`config.mk`:
```
export PLATFORM = sky130hd
export DESIGN_NAME = stopwatch_ctrl
export DESIGN_NICKNAME = d
export VERILOG_FILES = /design/src/rtl/stopwatch_ctrl.sv
export SDC_FILE = /design/constraint.sdc
export NUM_CORES = 1
export LEC_CHECK = 0
export ABC_AREA = 1
export CAP_MARGIN = 15
export CORE_MARGIN = 4
export CORE_UTILIZATION = 60
export CTS_CLUSTER_DIAMETER = 30
export DETAILED_ROUTE_END_ITERATION = 7
export PLACE_DENSITY = 0.79
export SETUP_SLACK_MARGIN = 0.4
export SLEW_MARGIN = 20
export SYNTH_ARGS = -nofsm -noshare
export SYNTH_HDL_FRONTEND = slang
export SYNTH_SLANG_ARGS = --single-unit
```
`constraint.sdc`:
```
create_clock -name clk -period 3.8 [get_ports clk]
set_input_delay 0.76 -clock clk [delete_from_list [all_inputs] [get_ports clk]]
set_output_delay 0.76 -clock clk [all_outputs]
set_load 0.005 [all_outputs]
```
`src/rtl/stopwatch_ctrl.sv`:
```
// stopwatch_ctrl: front-panel control sequencer for the MM:SS stopwatch.
// Debounces three raw buttons into press events, runs the IDLE/RUN/PAUSE/LAP
// state machine and drives the counter datapath with a prescaled count_en
// pulse, a count_clr pulse and a lap_hold display-freeze level.
module stopwatch_ctrl #(
  parameter int TICK_DIV  = 50000000,
  parameter int DB_CYCLES = 500000
) (
  input  logic       clk,
  input  logic       reset,
  input  logic       btn_startstop,
  input  logic       btn_lap,
  input  logic       btn_clear,
  output logic       count_en,
  output logic       count_clr,
  output logic       lap_hold,
  output logic       running,
  output logic [1:0] state
);

  localparam int DBW = $clog2(DB_CYCLES + 1);
  localparam int PW  = $clog2(TICK_DIV);

  localparam logic [DBW-1:0] DB_LAST  = DBW'(DB_CYCLES - 1);
  localparam logic [PW-1:0]  PRE_LAST = PW'(TICK_DIV - 1);

  localparam logic [1:0] S_IDLE  = 2'd0;
  localparam logic [1:0] S_RUN   = 2'd1;
  localparam logic [1:0] S_PAUSE = 2'd2;
  localparam logic [1:0] S_LAP   = 2'd3;

  // Bit order of the button vectors: 0 = startstop, 1 = lap, 2 = clear.
  logic [2:0] btn_raw;
  logic [2:0] btn_event;
  assign btn_raw = {btn_clear, btn_lap, btn_startstop};

  // The synchronizers need two edges after reset before they show the real
  // pad level; buttons are only armed once they have been seen released, so a
  // button held through reset never produces a press event on release of reset.
  logic [1:0] settle_reg;
  logic       settle_done;
  assign settle_done = (settle_reg == 2'd2);

  // Count the first two cycles after reset so arming waits for valid sync data.
  always_ff @(posedge clk or posedge reset) begin
    if (reset)
      settle_reg <= 2'd0;
    else if (!settle_done)
      settle_reg <= settle_reg + 2'd1;
  end

  genvar gi;
  generate
    for (gi = 0; gi < 3; gi++) begin : g_btn
      logic           meta_reg;
      logic           sync_reg;
      logic           level_reg;
      logic           arm_reg;
      logic           event_reg;
      logic [DBW-1:0] cnt_reg;

      // Synchronize, debounce and emit a one-cycle event on an accepted rising level.
      always_ff @(posedge clk or posedge reset) begin
        if (reset) begin
          meta_reg  <= 1'b0;
          sync_reg  <= 1'b0;
          level_reg <= 1'b0;
          arm_reg   <= 1'b0;
          event_reg <= 1'b0;
          cnt_reg   <= '0;
        end else begin
          meta_reg  <= btn_raw[gi];
          sync_reg  <= meta_reg;
          event_reg <= 1'b0;
          if (settle_done && !sync_reg && !level_reg)
            arm_reg <= 1'b1;
          if (sync_reg == level_reg) begin
            cnt_reg <= '0;
          end else if (cnt_reg == DB_LAST) begin
            // DB_CYCLES consecutive differing samples: accept the new level.
            level_reg <= sync_reg;
            cnt_reg   <= '0;
            event_reg <= sync_reg & arm_reg;
          end else begin
            cnt_reg <= cnt_reg + DBW'(1);
          end
        end
      end

      assign btn_event[gi] = event_reg;
    end
  endgenerate

  // Priority resolution: clear beats startstop beats lap; losers are dropped.
  logic act_clr, act_ss, act_lap;
  assign act_clr = btn_event[2];
  assign act_ss  = btn_event[0] & ~btn_event[2];
  assign act_lap = btn_event[1] & ~btn_event[0] & ~btn_event[2];

  logic [1:0]    state_reg, state_next;
  logic          clr_next;
  logic          running_reg, running_next;
  logic          lap_hold_reg, count_clr_reg, count_en_reg;
  logic [PW-1:0] pre_reg;
  logic          advance;

  // Next-state decode; count_clr is requested only on a clear that lands in IDLE.
  always_comb begin
    state_next = state_reg;
    clr_next   = 1'b0;
    case (state_reg)
      S_IDLE: begin
        if (act_ss)       state_next = S_RUN;
        else if (act_clr) clr_next   = 1'b1;
      end
      S_RUN: begin
        if (act_ss)       state_next = S_PAUSE;
        else if (act_lap) state_next = S_LAP;
      end
      S_LAP: begin
        if (act_lap)      state_next = S_RUN;
        else if (act_ss)  state_next = S_PAUSE;
      end
      default: begin
        if (act_ss) begin
          state_next = S_RUN;
        end else if (act_clr) begin
          state_next = S_IDLE;
          clr_next   = 1'b1;
        end
      end
    endcase
  end

  assign running_next = (state_next == S_RUN) || (state_next == S_LAP);
  // The prescaler only moves on edges where counting continues, so the edge
  // that enters PAUSE freezes the partial second and the entry edge into RUN
  // starts a full TICK_DIV period.
  assign advance = running_reg && running_next;

  // State register and registered level/pulse outputs.
  always_ff @(posedge clk or posedge reset) begin
    if (reset) begin
      state_reg     <= S_IDLE;
      running_reg   <= 1'b0;
      lap_hold_reg  <= 1'b0;
      count_clr_reg <= 1'b0;
    end else begin
      state_reg     <= state_next;
      running_reg   <= running_next;
      lap_hold_reg  <= (state_next == S_LAP);
      count_clr_reg <= clr_next;
    end
  end

  // Prescaler: wraps at TICK_DIV-1 with a single count_en pulse; cleared by clear.
  always_ff @(posedge clk or posedge reset) begin
    if (reset) begin
      pre_reg      <= '0;
      count_en_reg <= 1'b0;
    end else begin
      count_en_reg <= 1'b0;
      if (clr_next) begin
        pre_reg <= '0;
      end else if (advance) begin
        if (pre_reg == PRE_LAST) begin
          pre_reg      <= '0;
          count_en_reg <= 1'b1;
        end else begin
          pre_reg <= pre_reg + PW'(1);
        end
      end
    end
  end

  assign count_en  = count_en_reg;
  assign count_clr = count_clr_reg;
  assign lap_hold  = lap_hold_reg;
  assign running   = running_reg;
  assign state     = state_reg;

endmodule

```
==> run_results.csv, run 1 <==
group,metric,value,unit
outcome,status,"complete, no violations",
finish,layout-drive-gt1-share,5.33,%
floorplan,die_width,105,um
sta,fin_ws,1640,ps
synth,synth-simple-area-share,34.4,%
global_routing,globalRouteOverflowTotal,0,
run,drv_cap,0,
global_routing,grt_pass1_wl,19700,um
place,dp.final_hpwl,8150,um
critical_path,path_cells,"clkdlybuf4s50_1",
synth,synth_top_family_by_area,"simple AND/OR/NAND/NOR gates",
global_routing,grt_max_degree,49,
clock_tree,cts_buffers,9,
critical_path,crit_fanout,7,
finish,area_growth,8.25,%
synth,synth_area,5610,sq um
place,port_buffers,10,
place,gp_congestion,0.919,
sta,maxSlewHeadroom,44.1,%
sta,tightestPinTransition,832,ps
finish,largest_reg_flops,57,
floorplan,initial_core_util,61.3,%
floorplan,fp-row-count,35,
sta,skew,14.0,ps
critical_path,crit_family,"buffers and inverters",
clock_tree,path_clk_slew,110,ps
finish,stdcell_area,6070,sq um
sta,fin_setup_tns,0,ps
routing,drtIter0Drc,253,
sta,hold_viol,0,
synth,synth_seq_area_share,46.8,%
critical_path,endpoint_kind,"primary output",
floorplan,boundaryPins,11,
power,p_total,1950,uW
place,place_ws,1700,ps
sta,drv_slew,0,
synth,yosys.area_share.adder,1.12,%
clock_tree,clkLatencyLatePin,380,ps
finish,fin_util,66.3,%
routing,vias,4694,
routing,wirelength,11000,um
synth,synth_warnings,0,
synth,synth_area_per_cell,7.54,sq um
clock_tree,cts_htree_levels,3,
clock_tree,clockRootBuffer,"clkbuf_8",
synth,synth_top_area_share,46.8,%
clock_tree,clock_path_buffers,2,
routing,routedWlPerCell,12.5,um
global_routing,grt_usage,21.6,%
synth,synth_compound_area_share,4.71,%
power,power_leakage,0.00277,uW
critical_path,cp.buffers_inverters,1,
floorplan,core,9150,sq um
finish,diodes,0,
sta,period_needed,2160,ps
routing,viasPerCell,5.33,
synth,synth_nets,754,
clock_tree,cts_hold_buffers,0,
power,p_per_area,321,nW/um^2
synth,synth-xor-area-share,4.53,%
floorplan,die_y,105,um
sta,max_freq,0.462,GHz
clock_tree,clkSinkCount,105,
clock_tree,tritoncts,"yes",
critical_path,crit_slowest_cell,"clkdlybuf4s50_1",
clock_tree,post_cts_buffers,0,
floorplan,die_area,11000,sq um
power,worst_ir_drop_vdd,0.309,mV
synth,syn_inst,744,
synth,synth_area_leader_cell,"dfrtp_1",
hold_path,min_path_type,"register to register",
sta,min_period_over_period,56.9,%
critical_path,cp-start-kind,"register",
critical_path,slowest_delay,540,ps
synth,synth_area_leaders,"dfrtp_1, nand2_1, nor2_1, inv_1, nand3_1",
synth,synthMuxAreaShare,0,%
sta,setup_viol,0,
global_routing,grt_pass1_vias,4586,
synth,synth_cell_types,31,
critical_path,critical_path_arrival,1400,ps
place,post_dp_cell_area,5850,sq um
routing,ant_nets,0,
critical_path,crit_required,3040,ps
clock_tree,cts_resized,0,
sta,grt_setup_unrepaired,"false",
critical_path,path_class,"register to primary output",
global_routing,antenna_found_initial,0,
finish,nets,774,
synth,synth-seq-cells,105,
routing,route.detailed.drc,0,
routing,first_pass_iters,4,
==> logic make-up (layout without fill, tap and decap cells) <==
logic type      Yosys count  in the layout
xor+xnor                 29             29
simple gates            435            435
buf+inv                 122            147
fa+ha+maj                 5              5
compound gates           48             48
flops                   105            105
==> metrics by stage <==
step | hold WS (ps) | std cells
after floorplan | 331 | 744
after global placement | 336 | 864
after detailed placement | 338 | 864
after CTS | 355 | 880
after global routing | 359 | 880
final | 349 | 880
==> routing by layer <==
layer	up-vias	routed length [um]	GRT usage (%)
met4	0	139	6.19
met2	77	5510	36.9
met3	16	409	4.94
li1	2380	-	-
met5	-	0	0
met1	2221	4950	27.5
==> synth_stat cells, drive strengths merged <==
| master | count |
|---|---|
| dfrtp | 105 |
| clkinv | 1 |
| o21ai | 20 |
| nor3b | 4 |
| o22ai | 1 |
| inv | 118 |
| xor2 | 23 |
| nor4 | 3 |
| nand3 | 51 |
| buf | 3 |
| nor3 | 27 |
| nand2 | 160 |
| ha | 5 |
| a21o | 1 |
| nand4 | 27 |
| a211oi | 2 |
| nor2 | 160 |
| nand3b | 3 |
| xnor2 | 6 |
| a21oi | 24 |
==> cell type report <==
type                       count  area [sq um]
fill                         744          3080
sequential                   105          2630
multi-input combinational    517          2510
inverter                     119           450
tap                          111           139
clock buffer                  10           138
timing repair buffer          12           128
clock inverter                 6          81.3
==> worst reg2reg max path, cell delays in order, from the launching register on <==
cell     delay (ps)
dfrtp_1         480
inv_2           100
o21ai_4         470
nand2_1         310
inv_2           310
nor2_1          100
==> power by group <==
part / switching (uW) / leakage [uW] / internal, uW / total (uW)
registers: 7.76 / 0.00143 / 1130 / 1140
clock network: 415 / 0.000113 / 340 / 755
logic: 44.2 / 0.00123 / 17.1 / 61.3
==> final timing paths <==
path	from	end	slack [ps]	depth (start not counted)
max in group asynchronous	reset	g_btn[1].cnt_reg[13]	2180	3
setup reg to reg	running	pre_reg[11]	1920	5
min in group asynchronous	reset	state[1]	870	2
setup / recovery	running	running	1640	1
hold / removal	g_btn[0].meta_reg	g_btn[0].sync_reg	350	0
hold reg to reg	g_btn[0].meta_reg	g_btn[0].sync_reg	350	0
==> cell usage in the layout (no fill, tap or decap), types with 8 or more instances in the layout <==
cell type        Yosys  layout
clkdlybuf4s50_1      0      10
a21oi_1             24      24
inv_1              116     115
o21ai_0             18      18
nand3_1             48      48
nor2_1             148     148
nor2_2               8       8
nand2_1            159     159
clkbuf_8             0      10
xor2_1              23      23
dfrtp_1            105     105
nand4_1             25      25
nor3_1              27      27
Note: power is estimated with default switching activity, not from simulation.
==> inputs of run 2 (changes only) <==
--- a/config.mk
+++ b/config.mk
@@ -8,10 +8,10 @@
 export ABC_AREA = 1
 export CAP_MARGIN = 15
 export CORE_MARGIN = 4
-export CORE_UTILIZATION = 60
+export CORE_UTILIZATION = 56
 export CTS_CLUSTER_DIAMETER = 30
 export DETAILED_ROUTE_END_ITERATION = 7
-export PLACE_DENSITY = 0.79
+export PLACE_DENSITY = 0.78
 export SETUP_SLACK_MARGIN = 0.4
 export SLEW_MARGIN = 20
 export SYNTH_ARGS = -nofsm -noshare
==> constraint.sdc (replaced) <==
create_clock -name clk -period 1.8 [get_ports clk]
set_input_delay 0.36 -clock clk [delete_from_list [all_inputs] [get_ports clk]]
set_output_delay 0.36 -clock clk [all_outputs]
set_load 0.005 [all_outputs]
==> run_results.csv, run 2 (synthesis gave the netlist of run 1 again) <==
group,metric,value,unit
outcome,status,"complete, no violations",
critical_path,path_cells,"nand2_1, nor3_1, nand2_1, o21ai_0, a21oi_2",
routing,vias,5493,
hold_path,min_path_type,"input port to async pin",
finish,nets,843,
global_routing,grt_max_degree,37,
critical_path,critical_path.startpoint,"g_btn[0].cnt_reg[5]",
critical_path,r2r-start,"g_btn[0].cnt_reg[5]",
critical_path,crit_family,"simple AND/OR/NAND/NOR gates",
critical_path,cp_num_cells,5,
power,p_per_area,552,nW/um^2
critical_path,cp-start-kind,"register",
global_routing,busiest_layer,"met2",
finish,final_common_cell,"nand2_1",
sta,hold_viol,0,
clock_tree,cts_hold_buffers,0,
critical_path,crit_top_cell,"nand2_1",
sta,tightestPinTransition,413,ps
floorplan,die_y,108,um
finish,multi_input_area,3170,sq um
critical_path,crit_required,2070,ps
power,power_leakage,0.00331,uW
global_routing,grtUsageMet2,43.3,%
finish,final_cell_mix,"nand2_1, inv_1, nor2_1",
sta,maxSlewHeadroom,72.5,%
routing,route.detailed.drc,0,
sta,fin_setup_tns,0,ps
critical_path,r2r_cells,5,
floorplan,boundaryPins,11,
sta,grt_setup_unrepaired,"true",
sta,skew,15.5,ps
critical_path,r2r-end,"g_btn[0].cnt_reg[17]",
floorplan,fp-row-count,36,
routing,wirelength,15300,um
critical_path,crit_fanout,5,
place,dp.final_hpwl,8790,um
critical_path,path_class,"register to register",
finish,diodes,0,
sta,setup_viol,0,
clock_tree,cts_buffers,9,
power,worst_ir_drop_vdd,0.487,mV
clock_tree,clockRootBuffer,"clkbuf_8",
finish,n_fill_cell,641,
routing,drtIter0Drc,384,
routing,routedWlPerCell,15.7,um
critical_path,critical_path_arrival,1830,ps
finish,largest_reg_flops,57,
floorplan,core,9770,sq um
routing,ant_nets,0,
finish,layout-drive-gt1-share,29.1,%
sta,min_period_over_period,86.8,%
clock_tree,path_clk_slew,110,ps
global_routing,grt_util_met1,30.2,%
global_routing,grt_use_met3,4.90,%
sta,period_needed,1560,ps
critical_path,rrSetupSlack,240,ps
global_routing,globalRouteOverflowTotal,0,
critical_path,cp.buffers_inverters,0,
routing,first_pass_iters,5,
finish,fin_util,75.7,%
floorplan,die_width,108,um
finish,regArea,2650,sq um
global_routing,antenna_found_initial,0,
clock_tree,clkLatencyLatePin,390,ps
finish,area_growth,31.9,%
global_routing,grt_usage,24.5,%
global_routing,grt_pass1_vias,5083,
critical_path,endpoint_kind,"register",
critical_path,crit_slowest_cell,"dfrtp_1",
place,port_buffers,10,
critical_path,endpoint,"g_btn[0].cnt_reg[17]",
place,gp_congestion,0.925,
critical_path,slowest_delay,450,ps
clock_tree,cts_htree_levels,3,
clock_tree,clkSinkCount,105,
routing,viasPerCell,5.66,
floorplan,initial_core_util,57.4,%
run,drv_cap,0,
sta,max_freq,0.640,GHz
clock_tree,tritoncts,"yes",
sta,drv_slew,0,
floorplan,die_area,11700,sq um
global_routing,grt_pass1_wl,22900,um
clock_tree,clock_path_buffers,2,
[run 2: stage by stage]
stage          total power [uW]  std cells  hold slack (ps)  worst slack (ps)  instance area [sq um]
3_3_place_gp               2590        895              335               196                   6010
5_1_grt                    4240        971              322               169                   7400
4_1_cts                    4050        942              309               219                   6760
6_report                   4080        971              312               237                   7400
3_5_place_dp               2600        895              335               125                   6010
2_1_floorplan              2530        744              331               180                   5650
[run 2: report_power, final]
group          leakage, uW  total (uW)  internal [uW]  switching [uW]
sequential         0.00140        2410           2380            29.8
clock            0.0000925        1430            564             863
combinational      0.00182         244            106             137
[run 2: area by class of cell]
class,count,area share (%)
clock buffer,11,1.91
timing repair inverter,1,0.220
timing repair buffer,80,10.1
tap,133,2.25
multi-input combinational,517,42.8
clock inverter,5,0.609
inverter,119,6.26
sequential,105,35.8
[run 2: worst min path at each step]
stage / slack [ps] / startpoint / to / depth (start not counted)
2_1_floorplan: 330 / g_btn[0].meta_reg / g_btn[0].sync_reg / 0
3_3_place_gp: 340 / g_btn[1].meta_reg / g_btn[1].sync_reg / 0
3_5_place_dp: 330 / g_btn[1].meta_reg / g_btn[1].sync_reg / 0
4_1_cts: 310 / reset / g_btn[2].cnt_reg[5] / 2
5_1_grt: 320 / reset / g_btn[2].cnt_reg[5] / 2
6_report: 310 / reset / g_btn[2].cnt_reg[5] / 2
[run 2: routing by layer]
| layer | routed length, um | up-vias |
|---|---|---|
| met3 | 800 | 82 |
| met4 | 700 | 0 |
| met1 | 5910 | 2639 |
| met5 | 0 | - |
| li1 | - | 2528 |
| met2 | 7850 | 244 |
[run 2: what timing repair did]
| action | CTS | global route |
|---|---|---|
| gates resized for setup | 93 | 126 |
| setup buffers | 30 | 29 |
| endpoints found under the hold margin | 0 | 0 |
| pin swaps | 32 | 42 |
| setup endpoints to repair | 71 | 82 |
| cloned | 1 | 0 |
